`config.mk`:
```
export PLATFORM = sky130hd
export DESIGN_NAME = ad_ip_jesd204_tpl_adc_channel_mon
export DESIGN_NICKNAME = d
export VERILOG_FILES = /design/src/rtl/ad_ip_jesd204_tpl_adc_channel_mon.sv
export SDC_FILE = /design/constraint.sdc
export NUM_CORES = 1
export LEC_CHECK = 0
export BUFFER_PORTS_ARGS = -buffer_cell sky130_fd_sc_hd__buf_4
export CORE_MARGIN = 3
export CORE_UTILIZATION = 30
export DETAILED_ROUTE_END_ITERATION = 7
export PLACE_DENSITY_LB_ADDON = 0.05
export SETUP_SLACK_MARGIN = 0.5
export SLEW_MARGIN = 10
export SYNTH_ARGS = -nofsm -noshare
export SYNTH_HDL_FRONTEND = slang
export SYNTH_SLANG_ARGS = --single-unit
export TNS_END_PERCENT = 1
```
`constraint.sdc`:
```
create_clock -name clk -period 4.5 [get_ports clk]
set_input_delay 0.9 -clock clk [delete_from_list [all_inputs] [get_ports clk]]
set_output_delay 0.9 -clock clk [all_outputs]
set_load 0.1 [all_outputs]
```
`src/rtl/ad_ip_jesd204_tpl_adc_channel_mon.sv`:
```
// Per-channel ADC transport-layer back end: registered sample formatter plus a
// PN9/PN23/ramp checker with lock hysteresis and a saturating error counter.
module ad_ip_jesd204_tpl_adc_channel_mon #(
    parameter int CONVERTER_RESOLUTION = 14,
    parameter int DATA_PATH_WIDTH      = 2,
    parameter int BITS_PER_SAMPLE      = 16,
    parameter int OOS_THRESHOLD        = 4,
    parameter int ERR_CNT_WIDTH        = 16
) (
    input  logic                                              clk,
    input  logic                                              rst,
    input  logic                                              raw_valid,
    input  logic [CONVERTER_RESOLUTION*DATA_PATH_WIDTH-1:0]   raw_data,
    output logic                                              fmt_valid,
    output logic [BITS_PER_SAMPLE*DATA_PATH_WIDTH-1:0]        fmt_data,
    input  logic                                              dfmt_enable,
    input  logic                                              dfmt_type,
    input  logic                                              dfmt_sign_extend,
    input  logic [3:0]                                        pn_seq_sel,
    input  logic                                              err_cnt_clr,
    output logic                                              pn_oos,
    output logic                                              pn_err,
    output logic [ERR_CNT_WIDTH-1:0]                          err_cnt
);

    localparam int R     = CONVERTER_RESOLUTION;
    localparam int N     = DATA_PATH_WIDTH;
    localparam int B     = BITS_PER_SAMPLE;
    localparam int RN    = R * N;
    localparam int CNT_W = $clog2(OOS_THRESHOLD + 1);

    localparam logic [CNT_W-1:0] CNT_LAST = CNT_W'(OOS_THRESHOLD - 1);
    localparam logic [CNT_W-1:0] CNT_ONE  = CNT_W'(1);

    localparam logic [3:0] SEL_PN9  = 4'd1;
    localparam logic [3:0] SEL_PN23 = 4'd2;
    localparam logic [3:0] SEL_RAMP = 4'd3;

    // Beats needed to fill the history before the first comparison.
    localparam logic [1:0] SEED_RAMP = 2'd1;
    localparam logic [1:0] SEED_PN9  = 2'((9 + RN - 1) / RN);
    localparam logic [1:0] SEED_PN23 = 2'((23 + RN - 1) / RN);

    localparam logic [0:0] ST_OOS  = 1'b0;
    localparam logic [0:0] ST_SYNC = 1'b1;

    function automatic logic [B-1:0] fmt_sample(input logic [R-1:0] s,
                                                input logic inv,
                                                input logic sext);
        logic [B-1:0] f;
        logic         m;
        m          = s[R-1] ^ inv;
        f          = {B{m & sext}};
        f[R-1:0]   = {m, s[R-2:0]};
        return f;
    endfunction

    function automatic logic [ERR_CNT_WIDTH-1:0] sat_inc(input logic [ERR_CNT_WIDTH-1:0] v);
        return (&v) ? v : v + ERR_CNT_WIDTH'(1);
    endfunction

    logic                   fmt_valid_q;
    logic [B*N-1:0]         fmt_data_q, fmt_data_d;
    logic [22:0]            hist_q, hist_d;
    logic [R-1:0]           last_q, last_d;
    logic [R-1:0]           smp;
    logic                   ramp_bad, pn_bad, beat_bad;
    logic [3:0]             sel_q;
    logic                   sel_on;
    logic [1:0]             seed_need;
    logic [1:0]             seed_cnt_q, seed_cnt_d;
    logic [0:0]             state_q, state_d;
    logic [CNT_W-1:0]       good_cnt_q, good_cnt_d;
    logic [CNT_W-1:0]       bad_cnt_q, bad_cnt_d;
    logic [ERR_CNT_WIDTH-1:0] err_cnt_q, err_cnt_d;
    logic                   pn_err_q, pn_err_d;

    // Formatter stage: one register between raw and formatted beats.
    always_comb begin
        fmt_data_d = fmt_data_q;
        if (raw_valid) begin
            for (int s = 0; s < N; s++) begin
                fmt_data_d[s*B +: B] = fmt_sample(raw_data[s*R +: R],
                                                  dfmt_enable & dfmt_type,
                                                  dfmt_enable & dfmt_sign_extend);
            end
        end
    end

    // Pattern comparison: walk the beat in time order, sample by sample and
    // MSB first, always feeding the received bits (not the expected ones) back
    // into the history so the checker resynchronises on its own.
    always_comb begin
        hist_d   = hist_q;
        last_d   = last_q;
        smp      = '0;
        ramp_bad = 1'b0;
        pn_bad   = 1'b0;
        if (raw_valid) begin
            for (int s = 0; s < N; s++) begin
                smp = raw_data[s*R +: R];
                if (smp != R'(last_d + R'(1)))
                    ramp_bad = 1'b1;
                last_d = smp;
                for (int b = R - 1; b >= 0; b--) begin
                    if (pn_seq_sel == SEL_PN23) begin
                        if (smp[b] != (hist_d[22] ^ hist_d[17]))
                            pn_bad = 1'b1;
                    end else begin
                        if (smp[b] != (hist_d[8] ^ hist_d[4]))
                            pn_bad = 1'b1;
                    end
                    hist_d = {hist_d[21:0], smp[b]};
                end
            end
        end
        beat_bad = (pn_seq_sel == SEL_RAMP) ? ramp_bad : pn_bad;
    end

    always_comb begin
        sel_on    = 1'b1;
        seed_need = SEED_RAMP;
        case (pn_seq_sel)
            SEL_PN9:  seed_need = SEED_PN9;
            SEL_PN23: seed_need = SEED_PN23;
            SEL_RAMP: seed_need = SEED_RAMP;
            default:  sel_on    = 1'b0;
        endcase
    end

    // Lock state machine with separate good/bad run counters for hysteresis.
    always_comb begin
        state_d    = state_q;
        good_cnt_d = good_cnt_q;
        bad_cnt_d  = bad_cnt_q;
        seed_cnt_d = seed_cnt_q;
        err_cnt_d  = err_cnt_q;
        pn_err_d   = 1'b0;
        if (!sel_on) begin
            state_d    = ST_OOS;
            good_cnt_d = '0;
            bad_cnt_d  = '0;
            seed_cnt_d = '0;
        end else if (pn_seq_sel != sel_q) begin
            // A beat arriving with the new selection is the first seed beat.
            state_d    = ST_OOS;
            good_cnt_d = '0;
            bad_cnt_d  = '0;
            seed_cnt_d = raw_valid ? 2'd1 : 2'd0;
        end else if (raw_valid) begin
            if (seed_cnt_q < seed_need) begin
                seed_cnt_d = seed_cnt_q + 2'd1;
            end else if (state_q == ST_OOS) begin
                if (beat_bad) begin
                    good_cnt_d = '0;
                end else if (good_cnt_q == CNT_LAST) begin
                    state_d    = ST_SYNC;
                    good_cnt_d = '0;
                    bad_cnt_d  = '0;
                end else begin
                    good_cnt_d = good_cnt_q + CNT_ONE;
                end
            end else begin
                if (!beat_bad) begin
                    bad_cnt_d = '0;
                end else begin
                    pn_err_d  = 1'b1;
                    err_cnt_d = sat_inc(err_cnt_q);
                    if (bad_cnt_q == CNT_LAST) begin
                        state_d    = ST_OOS;
                        good_cnt_d = '0;
                        bad_cnt_d  = '0;
                    end else begin
                        bad_cnt_d = bad_cnt_q + CNT_ONE;
                    end
                end
            end
        end
        if (err_cnt_clr)
            err_cnt_d = '0;
    end

    always_ff @(posedge clk or posedge rst) begin
        if (rst) begin
            fmt_valid_q <= 1'b0;
            fmt_data_q  <= '0;
            hist_q      <= '0;
            last_q      <= '0;
            sel_q       <= '0;
            seed_cnt_q  <= '0;
            state_q     <= ST_OOS;
            good_cnt_q  <= '0;
            bad_cnt_q   <= '0;
            err_cnt_q   <= '0;
            pn_err_q    <= 1'b0;
        end else begin
            fmt_valid_q <= raw_valid;
            fmt_data_q  <= fmt_data_d;
            hist_q      <= hist_d;
            last_q      <= last_d;
            sel_q       <= pn_seq_sel;
            seed_cnt_q  <= seed_cnt_d;
            state_q     <= state_d;
            good_cnt_q  <= good_cnt_d;
            bad_cnt_q   <= bad_cnt_d;
            err_cnt_q   <= err_cnt_d;
            pn_err_q    <= pn_err_d;
        end
    end

    assign fmt_valid = fmt_valid_q;
    assign fmt_data  = fmt_data_q;
    assign pn_oos    = (state_q == ST_OOS);
    assign pn_err    = pn_err_q;
    assign err_cnt   = err_cnt_q;

endmodule

```
# After elaboration in Yosys (flattened, before gate mapping)
# Cells that the tools add are included.
# word_totals
output_inout_bits	51
inputBits	39
regBits	99
word_cells	315
# op_classes
n_bitwise	63
n_mux	149
reduce_logical	11
n_lt_le_gt_ge	1
n_addsub	6
n_eq_ne	74
# op_table
cell	n
16-bit 2-to-1 mux	8
1-bit 2-to-1 mux	119
1-bit bitwise XOR	58
1-bit inequality test	56
3-bit 2-to-1 mux	18
14-bit by 1-bit adder with 14-bit output, second input constant	2
14-bit inequality test	2
16-bit by 1-bit adder with 16-bit output, second input constant	1
16-bit AND reduction	1
4-bit by 2-bit == test with 1-bit output, second input constant	2
2-bit 2-to-1 mux	4
4-bit by 2-bit inequality test with 1-bit output, second input constant	2
4-bit AND reduction	2
2-bit nonzero test	4
7-bit AND reduction	1
3-bit by 1-bit adder with 3-bit output, second input constant	2
3-bit by 2-bit == test with 1-bit output, second input constant	2
2-bit inequality test, second input constant	3
1-bit AND	4
4-bit by 1-bit == test with 1-bit output, second input constant	1
4-bit by 1-bit inequality test with 1-bit output, second input constant	1
4-bit by 3-bit inequality test with 1-bit output, second input constant	1
4-bit inequality test	1
2-bit AND reduction	2
7 further kinds	7

# Logic depth before layout (Yosys ltp)
# Gate-level depths: netlist of the first run.
# depth
word_depth	80
mapped_depth	12
ltp_nobuf	10

# Worst setup path after synthesis of the first run
# Ideal clock, no wire load.
# synth_timing
kind	input-to-reg
start	input raw_data[3]
end	register err_cnt_q[5] (netlist: err_cnt[5])
path_buffers	1
required_time_ns	4.372
setup_time_ns	0.128
arrival_ns	3.567
slack_ns	0.805
cell_stages	10
path_cell_list	buf_2 > nand3_1 > o21ai_0 > or4b_1 > nor4_1 > nand4_1 > nor4b_2 > nor3_4 > nand4_1 > mux2_1
# synth_between
elab_chain_cells	51
elab_cells_between_ends	80
cone_classes	1 x add/sub; 6 x eq/ne; 69 x mux; 2 x bitwise; 2 x reduce/logical
# synth_rtl
item	line	rtl
start, declared	13	input logic [CONVERTER_RESOLUTION*DATA_PATH_WIDTH-1:0] raw_data,
1-bit inequality test, on equally long branches	110, 107	
1-bit 2-to-1 mux, on equally long branches	110, 107	
1-bit 2-to-1 mux	106	if (pn_seq_sel == SEL_PN23) begin
1-bit 2-to-1 mux	-	
1-bit 2-to-1 mux, on equally long branches	110, 107	
1-bit 2-to-1 mux	106	
1-bit 2-to-1 mux	99	if (raw_valid) begin
1-bit 2-to-1 mux, on equally long branches	110, 107	
[35 not listed]	-	
1-bit 2-to-1 mux, on equally long branches	110, 107	
1-bit 2-to-1 mux	106	
1-bit 2-to-1 mux, on equally long branches	110, 107	
1-bit 2-to-1 mux	106	
1-bit 2-to-1 mux	99	
1-bit 2-to-1 mux (*)	117	beat_bad = (pn_seq_sel == SEL_RAMP) ? ramp_bad : pn_bad;
2-bit nonzero test (no line) (*)	-	
7-bit AND reduction (no line) (*)	-	
end signal, assigned	206	err_cnt_q <= err_cnt_d;
end, declared	75	logic [ERR_CNT_WIDTH-1:0] err_cnt_q, err_cnt_d;
# Mark *: on every way between the ends. The rest lies on a longest branch, timed or not. The select of a mux whose other input is x is not followed.
# A chain may end at the register's enable or synchronous reset.

# Worst setup path after layout of the first run
# layout_timing
start	input raw_data[0]
end	register err_cnt_q[5] (netlist: err_cnt[5])
# layout_between
elab_chain_cells	43
elab_cells_between_ends	69
cone_classes	1 x add/sub; 6 x eq/ne; 58 x mux; 2 x bitwise; 2 x reduce/logical
# layout_rtl
item	line
1-bit inequality test, on equally long branches	110, 107
1-bit 2-to-1 mux, on equally long branches	110, 107
1-bit 2-to-1 mux	106
1-bit 2-to-1 mux, on equally long branches	110, 107
1-bit 2-to-1 mux	106
1-bit 2-to-1 mux, on equally long branches	110, 107
1-bit 2-to-1 mux	106
1-bit 2-to-1 mux, on equally long branches	110, 107
[27 not listed]	-
1-bit 2-to-1 mux, on equally long branches	110, 107
1-bit 2-to-1 mux	106
1-bit 2-to-1 mux, on equally long branches	110, 107
1-bit 2-to-1 mux	106
1-bit 2-to-1 mux	99
1-bit 2-to-1 mux (*)	117
2-bit nonzero test (no line) (*)	-
7-bit AND reduction (no line) (*)	-
# Marks and branches as above.

==> results.md, run 1 <==
Routing:
- The detail route stage leaves a number of antenna-violating nets equal to 0.
- The residual DRC count is 0.
- The number of search-and-repair iterations in the first detailed-routing pass is 4.
- The routed length per placed instance is 18.2 um.
- The via count normalized by instance count is 4.96.
- After the first detailed-routing iteration, the DRC count stood at 184.
- The total length of routed wires is 14,800 um.
- The total vias in the final route is 4,050.

Setup path:
- The category of cells accounting for the largest share of critical-path delay is simple AND/OR/NAND/NOR gates.
- The number of buffers and inverters on the critical path is 2.
- STA puts the critical path data required time at 4.71 ns.
- The slowest cell on the critical path is or4b_1.
- The type of the setup path with the least slack is in -> reg.
- The worst setup path is captured at a register.
- For this run, the slowest stage of the critical path takes 0.52 ns.
- Along the worst path, the maximum fanout reaches 10.
- The data arrival time at the worst-slack endpoint is 3.82 ns.
- The critical path goes through buf_4, ha_1, xor2_1, mux2i_1, or4b_1, nor4_1, nand4_1, nor4b_2, buf_4, nor3_4, nand4_1, mux2_1.
- The startpoint class of the critical path is an input port.

Clock network:
- In this run, post-CTS repair resized a total of 0 instances.
- The clock edge transition at the registers on the reported setup and hold paths is 0.06 ns.
- The clock tree root buffer cell is clkbuf_16.
- The post-cts hold buffer count is 0.
- The H-tree depth is 3.
- The clock tree from TritonCTS is yes.
- Post-CTS timing repair inserted 0 buffers for setup.
- The total CTS buffers is 9.
- The total number of clock tree sinks is 62.
- The clock network latency to the later pin of the worst-skew pair is 0.34 ns.
- The maximum buffer depth of the clock tree is 2.

Floorplanning:
- After floorplanning, the core was sized to cover 16,200 sq um.
- The effective utilization at floorplan is 0.313.
- The vertical extent of the die is 136 um.
- The die footprint is 18,500 sq um.
- The number of top-level pins is 90.
- The x dimension of the die is 136 um.
- The floorplan row count is 46.

Yosys:
- The count of flip-flops with a built-in enable after synthesis is 0.
- Synthesis instantiated 54 different standard cells from the library.
- In this run, synthesis produced a sequential element count of 62.
- Of the synthesized area, sequential elements account for 0.305.
- The net count after synthesis is 607.
- The most used flip-flop cell after synthesis is dfrtp_1.
- The async set-or-reset flop fraction in the synthesized netlist is 1.00.
- The instance count of the mapped netlist is 562.
- A synthesized cell averages 9.05 sq um.
- For this run, the number of Yosys warnings is 0.
- After synthesis the cells add up to 5080 sq um.

Finish:
- Counting the fill cells in the layout gives 1,689.
- 0 antenna diodes ended up in the layout.
- The area growth from synthesis to layout is 17.1%.
- The number of nets in the finished design is 640.
- Leaving out fill and tap cells, the most frequent cell in the layout is buf_4.
- The share of cells above drive strength 1 is 0.245.
- The top cell types in the final layout, fill and taps aside, are buf_4, xnor2_1, dfrtp_1, xor2_1, nand2_1.

Global route:
- The first global-routing pass estimated 23,400 um of wire.
- The total track usage is 0.164.
- The number of antenna violations at the first check in global routing came to 0.
- The residual overflow from global routing is 0.
- The number of global-route vias before repair is 4,114.
- The pin count of the biggest net entering global routing is 44.

Timing:
- The number of pins with negative max-slew slack in the final report is 0.
- Setup repair after global routing left no endpoint under its margin.
- On the final layout, the worst hold slack is 0.501 ns.
- The number of hold violations in the final report was 0.
- For the pin with the worst max-slew slack, the measured transition is 0.924 ns.
- The highest attainable clock frequency is 0.278 GHz.
- Setup violations remaining at the end of the flow were counted as 0.
- The final total negative setup slack is 0 ns.
- The relative slew slack is 0.383.
- The clock skew is 0.00531 ns.
- The routed design could run at a clock period as short as 3.60 ns.
- Of the available clock period, the critical path in the final layout requires 0.801.

Placed design:
- The number of buffer cells added on primary ports is 89.
- At the end of routability-driven placement, the weighted congestion stood at 0.862.
- The final HPWL from detailed placement is 11,100 um.

Hold path:
- In this run the worst hold path is classified as reg -> reg.

Power and ir drop:
- The maximum resistive drop on vdd is 0.000168 V.
- Power spread over the standard cell area amounts to 322 nW/um^2.
- The completed layout was analyzed and its total power is 1.91 mW.
- The leakage power of the design is 2.58 nW.

Flow run:
- The tool flagged a number of max-cap violations equal to 0.

Run status:
- The run finished with clean final reports.
worst min-delay path: stages (launching register included):
cell and delay, ns:
dfrtp_1 0.38, nand2_1 0.06, nor2_1 0.03
cells in the mapped netlist (10+ instances only):
| cell type | number | area (sq um) |
|---|---|---|
| xnor2_1 | 70 | 613 |
| dfrtp_1 | 62 | 1550 |
| xor2_1 | 61 | 534 |
| nand2_1 | 32 | 120 |
| clkbuf_1 | 30 | 113 |
| mux2_2 | 29 | 327 |
| nor2_1 | 29 | 109 |
| buf_4 | 25 | 188 |
| nand3_1 | 20 | 100 |
| mux2i_1 | 19 | 190 |
| o21ai_0 | 18 | 90.1 |
| nand4_1 | 15 | 93.8 |
| nor4_1 | 13 | 81.3 |
| and3_1 | 12 | 75.1 |
| a21oi_1 | 11 | 55.1 |
| buf_2 | 11 | 55.1 |
| inv_1 | 11 | 41.3 |
| nor3_1 | 11 | 55.1 |
| nor2b_1 | 10 | 62.6 |
state kept, by name (all words and copies together) (netlist names):
| name | count |
|---|---|
| seed_cnt_q | 2 |
| bad_cnt_q | 3 |
| fmt_valid | 1 |
| good_cnt_q | 3 |
| pn_err | 1 |
| state_q | 1 |
| sel_q | 4 |
| err_cnt | 16 |
| hist_q | 1 |
| fmt_data | 30 |
per-layer routing:
metal / wire length [um] / global-route usage / part of all wire / vias up
li1: - / - / - / 1967
met1: 6860 / 0.216 / 0.46 / 1978
met2: 7090 / 0.268 / 0.48 / 91
met3: 651 / 0.0374 / 0.044 / 14
met4: 226 / 0.0470 / 0.015 / 0
met5: 0 / 0 / 0 / -
path summary, 6_finish.rpt:
check	startpoint	endpoint	slack, ns	cells after the start
worst max-delay path	raw_data[0]	err_cnt[5]	0.90	12
worst min-delay path	bad_cnt_q[2]	bad_cnt_q[2]	0.50	2
worst max register to register	fmt_data[18]	err_cnt[5]	0.93	10
worst min register to register	bad_cnt_q[2]	bad_cnt_q[2]	0.50	2
max in group asynchronous	rst	fmt_data[25]	2.90	3
min in group asynchronous	rst	fmt_data[11]	0.78	2
cell type report:
cell class                      count  area (sq um)  share of cell area
Multi-Input combinational cell    417          3110               0.522
Timing Repair Buffer               94           706               0.119
Tap cell                          216           270              0.0454
Clock buffer                       10           239              0.0402
Sequential cell                    62          1550               0.261
Clock inverter                      6          37.5             0.00631
Inverter                           11          41.3             0.00694
per-stage QoR:
step	instance area, sq um	setup slack (ns)	cells	utilization
after floorplan	5080	0.805	562	-
after global placement	5670	0.602	800	0.350
after detailed placement	5670	0.536	800	0.350
after CTS	5950	0.917	816	0.367
after global routing	5950	0.709	816	0.367
final	5950	0.898	816	0.367
logic make-up after synthesis:
group	share of synthesized area
buf+inv	0.0839
mux	0.117
fa+ha+maj	0.0148
xor+xnor	0.226
simple gates	0.181
compound gates	0.0724
flops	0.305
power by group:
group	switching (mW)	internal (mW)
clock	0.259	0.384
combinational	0.412	0.207
sequential	0.0635	0.588
total	0.735	1.18
Note: power is estimated with default switching activity, not from simulation.
==> run 2: changes to the inputs <==
clock period = 3.1 ns   (was 4.5 ns; I/O delays follow)
==> results.md, run 2 (synthesized netlist as in run 1, its figures left out) <==
Global route:
- The number of global-route vias before repair is 4,426 (+7.6%).
- The residual overflow from global routing is 0 (unchanged).
- The total track usage is 0.180 (+0.0164).
- The first-pass GRT wire length is 25,600 um (+9.0%).
- The pin count of the biggest net entering global routing was 63 (+43%).
- The number of antenna violations at the first check in global routing was 0 (unchanged).

Setup path:
- The maximum fanout encountered on the critical timing path is 17 (+7).
- The most critical setup path has its startpoint at pn_seq_sel[2].
- The startpoint identified for the worst register-to-register timing path is fmt_data[16].
- The worst setup path is captured at a register.
- The data arrival time at the worst-slack endpoint came to 3.28 ns (-0.54 ns).
- The type of the setup path with the least slack is in -> reg.
- The slowest cell on the critical path is or4b_4.
- The cell repeated most along the worst path is buf_6.
- The endpoint required time on the critical path came to 3.32 ns (-1.39 ns).
- Walking the worst path, the cells encountered are buf_6, or4b_4, buf_12, mux2i_2, xnor2_1, nor4_1, nand4_1, nor4_4, buf_6, nor3_4, nand3_1, mux2_4.
- The largest incremental delay on the critical path came to 0.58 ns (+0.06 ns).
- STA classifies the critical path startpoint as an input port.
- The buffer and inverter count on the worst path is 3 (+1).
- The kind of cell with the highest combined delay along the critical path is simple AND/OR/NAND/NOR gates.

Routing:
- The residual DRC count is 0 (unchanged).
- The via count normalized by instance count is 4.90 (-1.3%).
- The routed length per placed instance is 18.5 um (+1.6%).
- The total met2 wirelength after detailed routing came to 8050 um (+14%).
- The wire length on met1 is 7040 um (+2.7%).
- The total vias in the final route is 4,283 (+5.8%).
- The total length of routed wires was 16,100 um (+8.8%).
- The uppermost metal layer occupied by signal nets is met4.
- The number of violations reported at the end of detailed-routing iteration 0 is 182 (-1.1%).
- The number of search-and-repair iterations in the first detailed-routing pass is 4 (unchanged).
- The length of routed met3 wiring is 681 um (+4.6%).
- The number of antenna-violating nets in the routed design is 0 (unchanged).

Floorplanning:
- The die footprint is 18,500 sq um (unchanged).
- The area of the placeable core is 16,200 sq um (unchanged).
- The floorplan row count came to 46 (unchanged).
- The effective utilization at floorplan is 0.313 (unchanged).
- The x dimension of the die is 136 um (unchanged).
- The vertical extent of the die is 136 um (unchanged).
- The number of top-level pins is 90 (unchanged).

Timing:
- The clock skew is 0.00850 ns (+0.00319 ns).
- The worst hold margin is 0.349 ns (-0.152 ns).
- The transition time of the tightest slew-check pin is 0.588 ns (-0.336 ns).
- The number of hold violations in the final report is 0 (unchanged).
- The number of setup violations in the final report is 0 (unchanged).
- The routed design could run at a clock period as short as 3.05 ns.
- The highest attainable clock frequency is 0.327 GHz.
- Setup repair after global routing could not meet its margin everywhere.
- The number of pins with negative max-slew slack in the final report is 0 (unchanged).
- The relative slew slack is 0.608 (+0.225).
- The fraction of the cycle the final worst path needs is 0.985.

Finish:
- The count of fill cells added during filler insertion was 1,662 (-1.6%).
- The number of nets in the finished design is 698 (+9.1%).
- The number of antenna cells inserted is 0 (unchanged).
- Relative to the synthesized area, the layout overhead comes to 29.9%.
- The share of cells above drive strength 1 is 0.339 (+0.0939).
- The post-layout instance area came to 6600 sq um (+11%).
- The sequential cell area is 1550 sq um (about the same).
- The flip-flop count of the largest register after layout is 30 (unchanged).
- In the layout the commonest cells are buf_4, xnor2_1, xor2_1, dfrtp_1, nand2_1.
- The total area of multi-input combinational cells was 3210 sq um (+3.3%).
- Leaving out fill and tap cells, the most frequent cell in the layout is buf_4.

Clock network:
- The clock tree from TritonCTS is yes.
- The clock network latency to the later pin of the worst-skew pair came to 0.34 ns (about the same).
- The tree is rooted in a clkbuf_16.
- The total number of clock tree sinks is 62 (unchanged).
- The post-cts hold buffer count is 0 (unchanged).
- The total CTS buffers is 9 (unchanged).
- The clock edge transition at the registers on the reported setup and hold paths is 0.06 ns (about the same).
- The maximum buffer depth of the clock tree is 2 (unchanged).
- The H-tree depth is 3 (unchanged).

Hold path:
- The class of the tightest hold or removal check is in -> async.

Power and ir drop:
- The leakage power of the design is 2.96 nW (+14%).
- The net switching component of the power is 1.12 mW (+52%).
- The proportion of power drawn by combinational gates came to 0.336 (+0.013).
- The switching part of the total power is 0.366 (-0.0183).
- The power per unit of standard cell area was 463 nW/um^2 (+44%).
- The part of the power in the clock network is 0.368 (+0.032).
- The internal power is 1.94 mW (+65%).
- The maximum resistive drop on vdd is 0.000266 V (+58%).
- The sequential fraction of design power was 0.295 (-0.045).

Placed design:
- The number of buffer cells added on primary ports came to 89 (unchanged).
- The final weighted congestion in routability-driven placement was 0.854 (-0.91%).
- The final HPWL from detailed placement was 11,900 um (+7.6%).
- The cell area reported after detailed placement is 6140 sq um (+8.1%).

Run status:
- The run finished with clean final reports.

Flow run:
- The max-cap check violation count is 0 (unchanged).
==> run 2: changes by cell type in the layout (fill, tap and decap cells not counted), moves of 3 or more <==
cell	change
buf_4	+51
mux2_1	-6
mux2_4	+6
buf_6	+4
clkinvlp_4	-3
nor4_1	-3
nor4_2	+3
==> run 2: metal layers <==
metal,vias to the layer above,GRT usage
met5,-,0
met4,0,0.0683
met3,19,0.0318
met2,96,0.302
met1,2073,0.231
li1,2095,-
==> run 2: final cells by class <==
class                      count  area share
multi-input combinational    417       0.486
sequential                    62       0.235
timing repair buffer         152       0.183
tap                          216      0.0409
clock buffer                  11      0.0368
clock inverter                 5      0.0125
inverter                      11     0.00625
==> run 2: tightest hold or removal path, cell delays in order <==
cell	delay, ns
buf_4	0.11
inv_2	0.05
buf_12	0.30
==> run 2: timing repair <==
action | in CTS | in global routing
gates resized for setup | 5 | 18
cloned | 1 | 0
setup buffers | 1 | 0
pin swaps | 2 | 16
endpoints found under the setup margin | 24 | 24
==> run 2: final timing paths <==
check,end,slack (ns),cells after the start
hold reg to reg,bad_cnt_q[2],0.51,2
setup / recovery,err_cnt[15],0.05,12
hold / removal,fmt_valid,0.35,3
setup reg to reg,err_cnt[15],0.19,11
min in group clk,sel_q[3],0.49,2
max in group asynchronous,fmt_data[0],2.45,3
==> run 2: power groups by stage <==
stage / clock network [mW] / registers (mW) / logic, mW
after CTS: 1.16 / 0.903 / 1.04
after global routing: 1.19 / 0.910 / 1.10
after global placement: 0 / 0.917 / 1.03
final: 1.13 / 0.903 / 1.03
after floorplan: 0 / 0.976 / 0.712
after detailed placement: 0 / 0.918 / 1.02
==> run 2: stage by stage <==
| step | TNS, ns | instances | setup slack, ns | total power, mW | utilization |
|---|---|---|---|---|---|
| after CTS | 0 | 874 | 0.0316 | 3.10 | 0.402 |
| final | 0 | 874 | 0.0459 | 3.06 | 0.407 |
| after global routing | -0.0521 | 874 | -0.0151 | 3.20 | 0.407 |
| after global placement | -7.38 | 856 | -0.394 | 1.94 | 0.378 |
| after detailed placement | -7.55 | 856 | -0.409 | 1.94 | 0.378 |
| after floorplan | -2.06 | 562 | -0.244 | 1.69 | - |
==> run 3: changes to the inputs <==
ABC_AREA = 1   (was unset)
CAP_MARGIN = 20   (was unset)
==> results.md, run 3 <==
Run status:
- The run finished with clean final reports.

Routing:
- The number of violations reported at the end of detailed-routing iteration 0 was 500 (+170%).
- The via count normalized by instance count is 4.84 (-1.2%).
- The residual DRC count is 0 (unchanged).
- The routed length per placed instance was 17.2 um (-6.9%).
- The number of search-and-repair iterations in the first detailed-routing pass is 8 (+4).
- The number of antenna-violating nets in the routed design is 0 (unchanged).
- The total length of routed wires is 24,100 um (+49%).
- The total vias in the final route was 6,787 (+58%).

Floorplanning:
- The x dimension of the die was 149 um (+9.7%).
- The effective utilization at floorplan is 0.311 (-0.00251).
- The vertical extent of the die is 149 um (+9.7%).
- The floorplan row count is 51 (+11%).
- The number of top-level pins is 90 (unchanged).
- The die footprint came to 22,300 sq um (+20%).
- The area of the placeable core is 19,800 sq um (+22%).

Placed design:
- The cell area reported after detailed placement is 6910 sq um (+13%).
- The final HPWL from detailed placement came to 17,700 um (+49%).
- The final weighted congestion in routability-driven placement is 0.865 (+1.3%).
- The number of buffer cells added on primary ports came to 89 (unchanged).

Finish:
- The number of nets in the finished design is 1,177 (+69%).
- The share of cells above drive strength 1 is 0.167 (-0.172).
- Leaving out fill and tap cells, the most frequent cells in the layout are nand2_1, buf_4, nand3_1, inv_1, nor2_1.
- The post-layout instance area came to 7420 sq um (+12%).
- The flip-flop count of the largest register after layout is 30 (unchanged).
- The number of antenna cells inserted is 0 (unchanged).
- The growth of design area from synthesis to finish is 20.3%.
- The most frequent standard cell in the layout excluding fill and tap cells is nand2_1.

Timing:
- The final total negative setup slack is 0 ns (unchanged).
- The relative slew slack is 0.629 (+0.0213).
- The transition time of the tightest slew-check pin came to 0.553 ns (-0.0354 ns).
- Setup repair after global routing could not meet its margin everywhere.
- The time the worst path needs with I/O delays and setup came to 2.46 ns (-0.594 ns).
- The number of pins with negative max-slew slack in the final report is 0 (unchanged).
- The fraction of the cycle the final worst path needs is 0.794 (-0.192).
- The worst hold margin is 0.206 ns (-0.143 ns).
- The number of hold violations in the final report is 0 (unchanged).
- The highest attainable clock frequency was 0.406 GHz (+24%).
- The number of setup violations in the final report is 0 (unchanged).
- The clock skew is 0.0151 ns (+0.00657 ns).

Global route:
- The first-pass GRT wire length is 36,100 um (+41%).
- The residual overflow from global routing is 0 (unchanged).
- The number of global-route vias before repair came to 6,252 (+41%).
- The total track usage is 0.211 (+0.0308).
- The number of antenna violations at the first check in global routing is 0 (unchanged).
- The pin count of the biggest net entering global routing was 51 (-19%).

Yosys:
- The fraction of the yosys area taken by sequential cells came to 0.252 (-0.0536).
- The yosys synthesis warning count is 0 (unchanged).
- nand2_1 takes more of the synthesized area than any other cell.
- Among all flip-flop cells after synthesis, the most frequent one is dfrtp_1.
- By count the netlist is led by nand2_1, nand3_1, inv_1.
- The synthesized area divided by synthesized cell count came to 5.79 sq um (-36%).
- The cell area after synthesis is 6170 sq um (+21%).
- The leading cell type by number of instances after synthesis is nand2_1.
- Sorting the synthesized cells by area gives the leading types as nand2_1, dfrtp_1, nand3_1.
- The net count after synthesis is 1,110 (+83%).
- The count of distinct cell types in the synthesized netlist came to 35 (-35%).
- The count of flip-flops with a built-in enable after synthesis came to 0 (unchanged).
- The area share of the largest cell type after synthesis is 0.287 (-0.0185).
- The async set-or-reset flop fraction in the synthesized netlist is 1.00 (unchanged).
- The total of flip-flops plus latches after synthesis was 62 (unchanged).
- The instance count of the mapped netlist came to 1,065 (+90%).

Power and ir drop:
- The total power of the final layout is 2.97 mW (-3.0%).
- The part of the power in the clock network is 0.331 (-0.037).
- The proportion of power drawn by combinational gates is 0.360 (+0.024).
- The maximum resistive drop on vdd came to 0.000257 V (-3.2%).
- The internal power is 1.69 mW (-13%).
- The net switching component of the power is 1.28 mW (+14%).
- The switching part of the total power is 0.431 (+0.0651).
- The leakage power of the design is 3.96 nW (+34%).
- The sequential fraction of design power came to 0.309 (+0.014).
- The power per unit of standard cell area is 400 nW/um^2 (-14%).

Clock network:
- TritonCTS built the clock tree.
- The total number of clock tree sinks is 62 (unchanged).
- The clock network latency to the later pin of the worst-skew pair was 0.35 ns (about the same).
- The total CTS buffers is 9 (unchanged).
- The post-cts hold buffer count is 0 (unchanged).
- The cell sitting at the root of the clock tree is a clkbuf_16.
- The clock edge transition at the registers on the reported setup and hold paths is 0.06 ns (about the same).
- The H-tree depth is 3 (unchanged).
- The maximum buffer depth of the clock tree is 2 (unchanged).

Setup path:
- The maximum fanout encountered on the critical timing path is 15 (-2).
- The worst setup path is launched from an input port.
- The sort of element at the end of the critical path is a register.
- For this design, the slowest cell found on the critical path is ha_1.
- The number of cell instances on the worst register-to-register path is 14 (+3).
- The data arrival time at the worst-slack endpoint is 2.69 ns (-0.59 ns).
- The startpoint of the lowest-slack register-to-register path is fmt_data[17].
- The largest incremental delay on the critical path is 0.27 ns (-0.31 ns).
- The type of the setup path with the least slack is in -> reg.
- Traced cell by cell, the critical path runs through buf_4, ha_1, nand3_2, inv_1, nand2_1, xnor2_1, inv_1, nor2_1, nand3_1, nor2_2, nand3_4, nand4_4, nand2_4, nand2_1, nand2_1.
- In this design, the critical path's most frequently occurring cell is nand2_1.
- The launching instance or port of the critical path is raw_data[1].
- The endpoint required time on the critical path was 3.33 ns (about the same).

Hold path:
- The class of the tightest hold or removal check is in -> async.

Flow run:
- The max-cap check violation count came to 0 (unchanged).
## run 3: cell families (layout without fill, tap and decap cells)
| logic type | after synthesis | in the layout | synth area share |
|---|---|---|---|
| xor+xnor | 39 | 39 | 0.0554 |
| compound gates | 53 | 53 | 0.0467 |
| flops | 62 | 62 | 0.252 |
| simple gates | 733 | 734 | 0.498 |
| buf+inv | 172 | 243 | 0.136 |
| fa+ha+maj | 6 | 6 | 0.0122 |
## run 3: power groups by stage
stage | clock network, mW | registers (mW) | logic [mW]
2_1_floorplan | 0 | 0.978 | 0.721
3_3_place_gp | 0 | 0.932 | 1.03
3_5_place_dp | 0 | 0.931 | 1.03
4_1_cts | 1.01 | 0.918 | 1.03
5_1_grt | 1.04 | 0.922 | 1.16
6_report | 0.983 | 0.916 | 1.07
## run 3: worst paths after layout
check                           endpoint  slack, ns
min in group clk                sel_q[2]       0.43
setup / recovery             err_cnt[12]       0.64
hold / removal               err_cnt[14]       0.21
max in group asynchronous   fmt_data[19]       2.09
hold reg to reg            good_cnt_q[2]       0.48
setup reg to reg             err_cnt[12]       0.65
## run 3: per-stage QoR
stage / utilization / setup slack [ns] / instances
global placement: 0.348 / 0.236 / 1375
global route: 0.374 / 0.482 / 1402
CTS: 0.362 / 0.506 / 1391
finish: 0.374 / 0.640 / 1402
detailed placement: 0.348 / 0.217 / 1375
floorplan: - / 0.510 / 1065
## run 3: area by class of cell
class | count | area [sq um]
fill | 2252 | 12400
sequential | 62 | 1560
multi-input combinational | 832 | 3870
inverter | 107 | 413
clock inverter | 6 | 37.5
clock buffer | 10 | 229
tap | 265 | 332
timing repair buffer | 120 | 973
## run 3: per-layer routing
metal  vias up  part of all wire  global-route usage
met5         -                 0                   0
met4         0             0.017              0.0572
met3        34             0.053              0.0331
met2       194              0.47               0.349
met1      3154              0.46               0.287
li1       3405                 -                   -
## run 3: worst max-delay path, delay by kind of cell
| kind | cells | cell delay (ns) |
|---|---|---|
| xor+xnor | 1 | 0.21 |
| buf+inv | 3 | 0.34 |
| fa+ha+maj | 1 | 0.27 |
| simple gates | 10 | 1.24 |
## run 3: what timing repair did
| item | 4_1_cts | 5_1_grt |
|---|---|---|
| buffers inserted | 0 | 8 |
| gates cloned | 0 | 3 |
| setup endpoints to repair | 22 | 23 |
| pin swaps | 0 | 5 |
| hold endpoints to repair | 0 | 0 |
| gates resized for setup | 3 | 27 |
